--- config.mk ---
export PLATFORM = sky130hd
export DESIGN_NAME = uart_tx
export DESIGN_NICKNAME = d
export VERILOG_FILES = /design/src/rtl/uart_tx.sv
export SDC_FILE = /design/constraint.sdc
export NUM_CORES = 1
export LEC_CHECK = 0
export ABC_AREA = 1
export BUFFER_PORTS_ARGS = -buffer_cell sky130_fd_sc_hd__buf_2
export CAP_MARGIN = 20
export CORE_MARGIN = 5
export CORE_UTILIZATION = 50
export CTS_CLUSTER_SIZE = 10
export DETAILED_ROUTE_END_ITERATION = 8
export PLACE_DENSITY = 0.72
export SLEW_MARGIN = 40
export SYNTH_ARGS = -nofsm -noshare
export SYNTH_HDL_FRONTEND = slang
export SYNTH_SLANG_ARGS = --single-unit
--- constraint.sdc ---
create_clock -name i_clk -period 1.9 [get_ports i_clk]
set_clock_uncertainty 0.05 [all_clocks]
set_input_delay 0.38 -clock i_clk [delete_from_list [all_inputs] [get_ports i_clk]]
set_output_delay 0.38 -clock i_clk [all_outputs]
set_load 0.05 [all_outputs]
--- src/rtl/uart_tx.sv ---
// Serial transmitter: start bit, LSB-first data, optional parity, stop bits.
// Line output is registered and idles high; one word accepted per frame.
module uart_tx #(
  parameter int p_BITSLOT_HALF_PERIOD = 1,
  parameter int p_DATA_BITS           = 8,
  parameter int p_STOP_BITS           = 1,
  parameter int p_PARITY              = 0
) (
  input  logic                   i_clk,
  input  logic                   i_reset,
  input  logic [p_DATA_BITS-1:0] i_data,
  input  logic                   i_valid,
  output logic                   o_ready,
  output logic                   o_tx,
  output logic                   o_busy
);

  localparam int SLOT = 2 * p_BITSLOT_HALF_PERIOD;
  localparam int CW   = $clog2(SLOT);
  localparam int BMAX = (p_DATA_BITS > p_STOP_BITS) ?
                        p_DATA_BITS : p_STOP_BITS;
  localparam int BW   = $clog2(BMAX + 1);
  localparam logic PODD = (p_PARITY == 1);
  localparam logic PEN  = (p_PARITY != 0);

  typedef enum logic [2:0] {
    S_IDLE,
    S_START,
    S_DATA,
    S_PARITY,
    S_STOP
  } state_e;

  state_e                 state_q, state_d;
  logic [CW-1:0]          cnt_q, cnt_d;
  logic [BW-1:0]          bit_q, bit_d;
  logic [p_DATA_BITS-1:0] shift_q, shift_d;
  logic                   par_q, par_d;
  logic                   tx_q, tx_d;
  logic                   slot_end;

  assign slot_end = (cnt_q == CW'(SLOT - 1));
  assign o_ready  = (state_q == S_IDLE);
  assign o_busy   = (state_q != S_IDLE);
  assign o_tx     = tx_q;

  // Next state, next line level and counter updates; tx_d tracks state_d.
  always_comb begin
    state_d = state_q;
    cnt_d   = cnt_q;
    bit_d   = bit_q;
    shift_d = shift_q;
    par_d   = par_q;
    tx_d    = tx_q;
    unique case (state_q)
      S_IDLE: begin
        tx_d = 1'b1;
        if (i_valid) begin
          state_d = S_START;
          tx_d    = 1'b0;
          shift_d = i_data;
          par_d   = (^i_data) ^ PODD;
          cnt_d   = '0;
          bit_d   = '0;
        end
      end
      S_START: begin
        cnt_d = cnt_q + CW'(1);
        if (slot_end) begin
          cnt_d   = '0;
          state_d = S_DATA;
          tx_d    = shift_q[0];
        end
      end
      S_DATA: begin
        cnt_d = cnt_q + CW'(1);
        if (slot_end) begin
          cnt_d   = '0;
          shift_d = shift_q >> 1;
          bit_d   = bit_q + BW'(1);
          tx_d    = shift_d[0];
          if (bit_q == BW'(p_DATA_BITS - 1)) begin
            bit_d = '0;
            if (PEN) begin
              state_d = S_PARITY;
              tx_d    = par_q;
            end else begin
              state_d = S_STOP;
              tx_d    = 1'b1;
            end
          end
        end
      end
      S_PARITY: begin
        cnt_d = cnt_q + CW'(1);
        if (slot_end) begin
          cnt_d   = '0;
          bit_d   = '0;
          state_d = S_STOP;
          tx_d    = 1'b1;
        end
      end
      S_STOP: begin
        cnt_d = cnt_q + CW'(1);
        tx_d  = 1'b1;
        if (slot_end) begin
          cnt_d = '0;
          bit_d = bit_q + BW'(1);
          if (bit_q == BW'(p_STOP_BITS - 1)) begin
            bit_d   = '0;
            state_d = S_IDLE;
          end
        end
      end
      default: begin
        state_d = S_IDLE;
        tx_d    = 1'b1;
      end
    endcase
  end

  // State and datapath registers; reset aborts any frame in flight.
  always_ff @(posedge i_clk) begin
    if (i_reset) begin
      state_q <= S_IDLE;
      cnt_q   <= '0;
      bit_q   <= '0;
      shift_q <= '0;
      par_q   <= 1'b0;
      tx_q    <= 1'b1;
    end else begin
      state_q <= state_d;
      cnt_q   <= cnt_d;
      bit_q   <= bit_d;
      shift_q <= shift_d;
      par_q   <= par_d;
      tx_q    <= tx_d;
    end
  end

endmodule
=== Word level (Yosys, flattened, before mapping) ===
Index checks and enable logic that the tools add are counted.

* Add/sub/neg operators: 2
* Reductions and logical operators: 12
* Mux-type cells: 27
* Equal/unequal tests: 12

{| class="wikitable"
|+ Operators with widths
! cell !! number
|-
| two-way mux 4 bit || 6
|-
| two-way mux 3 bit || 7
|-
| two-way mux 8 bit || 2
|-
| one-hot mux 4 bit (4 select lines) || 1
|-
| one-hot mux 8 bit (2 select lines) || 1
|-
| one-hot mux 3 bit (5 select lines) || 1
|-
| inequality test 2 bit, second input constant || 7
|-
| two-way mux 1 bit || 7
|-
| AND reduction 7 bit || 1
|-
| == test 3 x 2 -> 1 bit, second input constant || 2
|-
| AND reduction 3 bit || 2
|-
| AND reduction 5 bit || 1
|-
| adder 4 x 1 -> 4 bit, second input constant || 1
|-
| == test 4 x 3 -> 1 bit, second input constant || 1
|-
| logical NOT 4 bit || 1
|-
| one-hot mux 1 bit (4 select lines) || 1
|-
| nonzero test 2 bit || 2
|-
| nonzero test 4 bit || 1
|-
| OR reduction 4 bit || 1
|-
| == test 3 x 1 -> 1 bit, second input constant || 1
|-
| == test 3 bit, second input constant || 1
|-
| logical NOT 3 bit || 1
|-
| nonzero test 3 bit || 1
|-
| one-hot mux 1 bit (2 select lines) || 1
|-
| other kinds (2) || 2
|}

* Register bits after elaboration: 17
* Word-level logic and storage cells: 58
* Input bits: 11
* Output and inout port bits: 3

=== Longest topological paths before layout ===
* Depth after elaboration: 4
* Mapped depth: 9
* Depth with buffers taken out: 9

=== Least setup slack after synthesis ===
OpenSTA, ideal clock, no wires.

* Path kind: reg-to-output
* Start: reg state_q[0]
* End: out o_ready
* Stages on the path, launching flop included: 4
* Required time: 1.470 ns
* Buffers on the path: 0
* Path slack: 0.085 ns
* Arrival time: 1.385 ns
* Cells stage by stage: dfxtp_1 nor2_2 nand2_1 inv_1

* Cells in the longest elaborated chain, start to end: 1

{| class="wikitable"
|+ RTL lines
! item !! RTL line !! text
|-
| start: declaration || 34 || <nowiki>state_e state_q, state_d;</nowiki>
|-
| start signal: assignment || 132 || <nowiki>state_q <= state_d;</nowiki>
|-
| logical NOT 3 bit || 43 || <nowiki>assign o_ready = (state_q == S_IDLE);</nowiki>
|-
| end: declaration || 13 || <nowiki>output logic o_ready,</nowiki>
|}

No other way between the ends.

=== Final worst setup path ===
Ends and elaborated chain as after synthesis.

==> impl_metrics.env <==
export IMPL_status="finished, final reports clean"
export IMPL_cts_setup_buffers=0
export IMPL_gp_congestion=1.00
export IMPL_clock_sinks=17
export IMPL_synth_edff_count=0
export IMPL_root_buffer="clkbuf_4"
export IMPL_r2r_end="shift_q[7]$_SDFFE_PP0P_"
export IMPL_whs_ps=257
export IMPL_yosys_most_used_dff="dfxtp_1"
export IMPL_path_class="flop to output port"
export IMPL_r2r_slack_ps=410
export IMPL_crit_arrival_ps=1360
export IMPL_synth_seq_cells=17
export IMPL_via_per_inst=5.15
export IMPL_coreArea_um2=1980
export IMPL_power_density_nw_per_um2=1560
export IMPL_setup_viol=0
export IMPL_vdd_ir_drop_max_uv=891
export IMPL_synth_top_area_frac=0.326
export IMPL_clock_latency_ps=290
export IMPL_power_leakage_nw=0.556
export IMPL_synth_xor_area_frac=0.00839
export IMPL_grt_overflow_total=0
export IMPL_start_util=0.527
export IMPL_antenna_left=0
export IMPL_grt_pass1_vias=956
export IMPL_drv_slew=0
export IMPL_netlist_area_um2=1040
export IMPL_synth_top_family_by_area="simple AND/OR/NAND/NOR gates"
export IMPL_fillerInstances=198
export IMPL_end_kind="output port"
export IMPL_synth_area_leader_cell="dfxtp_1"
export IMPL_min_period_over_period=0.940
export IMPL_ys_types=25
export IMPL_yosys_area_share_simple=0.366
export IMPL_drive_gt1_frac=0.223
export IMPL_slowest_delay_ps=390
export IMPL_worstPathRequired_ps=1470
export IMPL_num_antenna_cells=0
export IMPL_async_flop_share=0
export IMPL_nets=180
export IMPL_min_from="i_reset"
export IMPL_die_w_um=55.7
export IMPL_whs_path_depth=2
export IMPL_r2r_start="state_q[2]$_SDFFE_PP0P_"
export IMPL_holdBufCountCts=0
export IMPL_synth_fp_nets=165
export IMPL_syn_area_per_cell_um2=6.87
export IMPL_final_hold_violation_count=0
export IMPL_maxCapViolations=0
export IMPL_synth_compound_area_share=0.175
export IMPL_drtIter0Drc=20
export IMPL_final_min_clock_period_ps=1790
export IMPL_htree_num_levels=1
export IMPL_portBuffers=13
export IMPL_clk_pin_slew_worst_paths_ps=100
export IMPL_io_pins=14
export IMPL_die_h_um=55.7
export IMPL_tightest_slew_ps=451
export IMPL_synth_adder_area_share=0.0240
export IMPL_syn_to_final_growth_pct=9.35
export IMPL_yosysWarningCount=0
export IMPL_crit_slowest_cell="dfxtp_1"
export IMPL_cts_buffer_depth=2
export IMPL_reg2reg_depth=8
export IMPL_synth_area_leaders="dfxtp_1 33%, nand2_1 13%, nor2_1 6.8%"
export IMPL_netlist_instances=152
export IMPL_cts_tree="yes"
export IMPL_holdPathEnd="shift_q[0]$_SDFFE_PP0P_"
export IMPL_fin_setup_tns_ps=0
export IMPL_path_max_fanout=5
export IMPL_drc=0
export IMPL_max_slew_margin=0.699
export IMPL_multi_input_area_um2=598
export IMPL_vias=993
export IMPL_synth_mux_area_frac=0
export IMPL_final_common_cell="nand2_1"
export IMPL_routedWlPerCell_um=11.0
export IMPL_ys_seq_area_frac=0.326
export IMPL_cts_made_buffers=3
export IMPL_wl_mm=2.12
export IMPL_drt_pass1_iterations=4
export IMPL_crit_path_start_kind="flop"
export IMPL_die_area_um2=3100
export IMPL_antenna_found_initial=0
export IMPL_grt_pass1_wl_mm=3.72
export IMPL_path_cells="nor2_2 > nand2_1 > inv_1 > clkbuf_4"
export IMPL_final_cell_mix="37 x nand2_1, 19 x nor2_1, 17 x inv_1, 17 x dfxtp_1, 13 x a21oi_1"
export IMPL_hold_class="primary input to flop"
export IMPL_ff_latch_area_um2=340
export IMPL_hpwl_mm=1.65
export IMPL_grt_max_degree=17
export IMPL_fmax_mhz=560
export IMPL_track_usage=0.144
export IMPL_row_count=16
## logic make-up after synthesis
group / after synthesis
xor gates and xnor gates: 1
adders and majority gates: 2
AOI/OAI and AO/OA: 32
and+or+nand+nor: 77
buffers and inverters: 23
DFF: 17
## state kept, by name, summed over array words and instances (netlist names)
name	cells
bit_q	4
cnt_q	1
o_tx	1
shift_q	8
state_q	3
## power breakdown
group / internal (mW) / switching, mW
logic: 0.318 / 0.711
registers: 0.476 / 0.0852
clock network: 0.0816 / 0.111
total: 0.876 / 0.906
## timing repair
action | CTS | global route
hold endpoints to repair | 0 | 0
resized for setup | 0 | 1
endpoints found under the setup margin | 0 | 1
## cell usage after synthesis, types with 2 or more instances
master,number
nand2_1,37
o21ai_2,5
nand3_2,2
nand2_2,3
buf_6,2
nor2_1,19
a21oi_1,13
dfxtp_1,17
nand4_1,2
o21ai_1,6
nand3_1,6
inv_1,17
inv_2,3
ha_1,2
nor2_2,2
o21ai_0,7
## area by class of cell
| cell class | count | share of cell area |
|---|---|---|
| Clock buffer | 4 | 0.0230 |
| Timing Repair Buffer | 13 | 0.0592 |
| Tap cell | 27 | 0.0296 |
| Multi-Input combinational cell | 112 | 0.524 |
| Inverter | 20 | 0.0658 |
| Sequential cell | 17 | 0.298 |
## stage by stage
step / setup slack (ps) / total power [mW] / instances / area (um2) / utilization
after floorplan: 85.1 / 1.43 / 152 / 1040 / -
after global placement: 441 / 1.57 / 189 / 1110 / 0.561
after detailed placement: 416 / 1.59 / 189 / 1110 / 0.561
after CTS: 73.1 / 1.79 / 193 / 1140 / 0.574
after global routing: -6.29 / 1.95 / 193 / 1140 / 0.576
final: 114 / 1.78 / 193 / 1140 / 0.576
## metal layers
| metal | track usage | vias to the layer above | wire [um] |
|---|---|---|---|
| met3 | 0.0232 | 6 | 89 |
| met5 | 0 | - | 0 |
| met4 | 0.0660 | 0 | 43 |
| li1 | - | 516 | - |
| met2 | 0.252 | 21 | 1030 |
| met1 | 0.171 | 450 | 955 |
## how the worst max path moves through the flow
stage | from | endpoint | slack, ps | cells after the start
2_1_floorplan | state_q[0]$_SDFFE_PP0P_ | o_ready | 90 | 3
3_3_place_gp | state_q[0]$_SDFFE_PP0P_ | o_ready | 440 | 4
3_5_place_dp | state_q[1]$_SDFFE_PP0P_ | o_ready | 420 | 4
4_1_cts | state_q[0]$_SDFFE_PP0P_ | o_ready | 70 | 4
5_1_grt | state_q[0]$_SDFFE_PP0P_ | o_ready | -6 | 4
6_report | state_q[0]$_SDFFE_PP0P_ | o_ready | 110 | 4
## worst max-delay path: cells and delay by family (launching register included)
| kind | cells | cell delay, ps |
|---|---|---|
| buffers and inverters | 2 | 300 |
| and+or+nand+nor | 2 | 370 |
| DFF | 1 | 390 |
No activity file was read; power rests on OpenSTA's default activity.
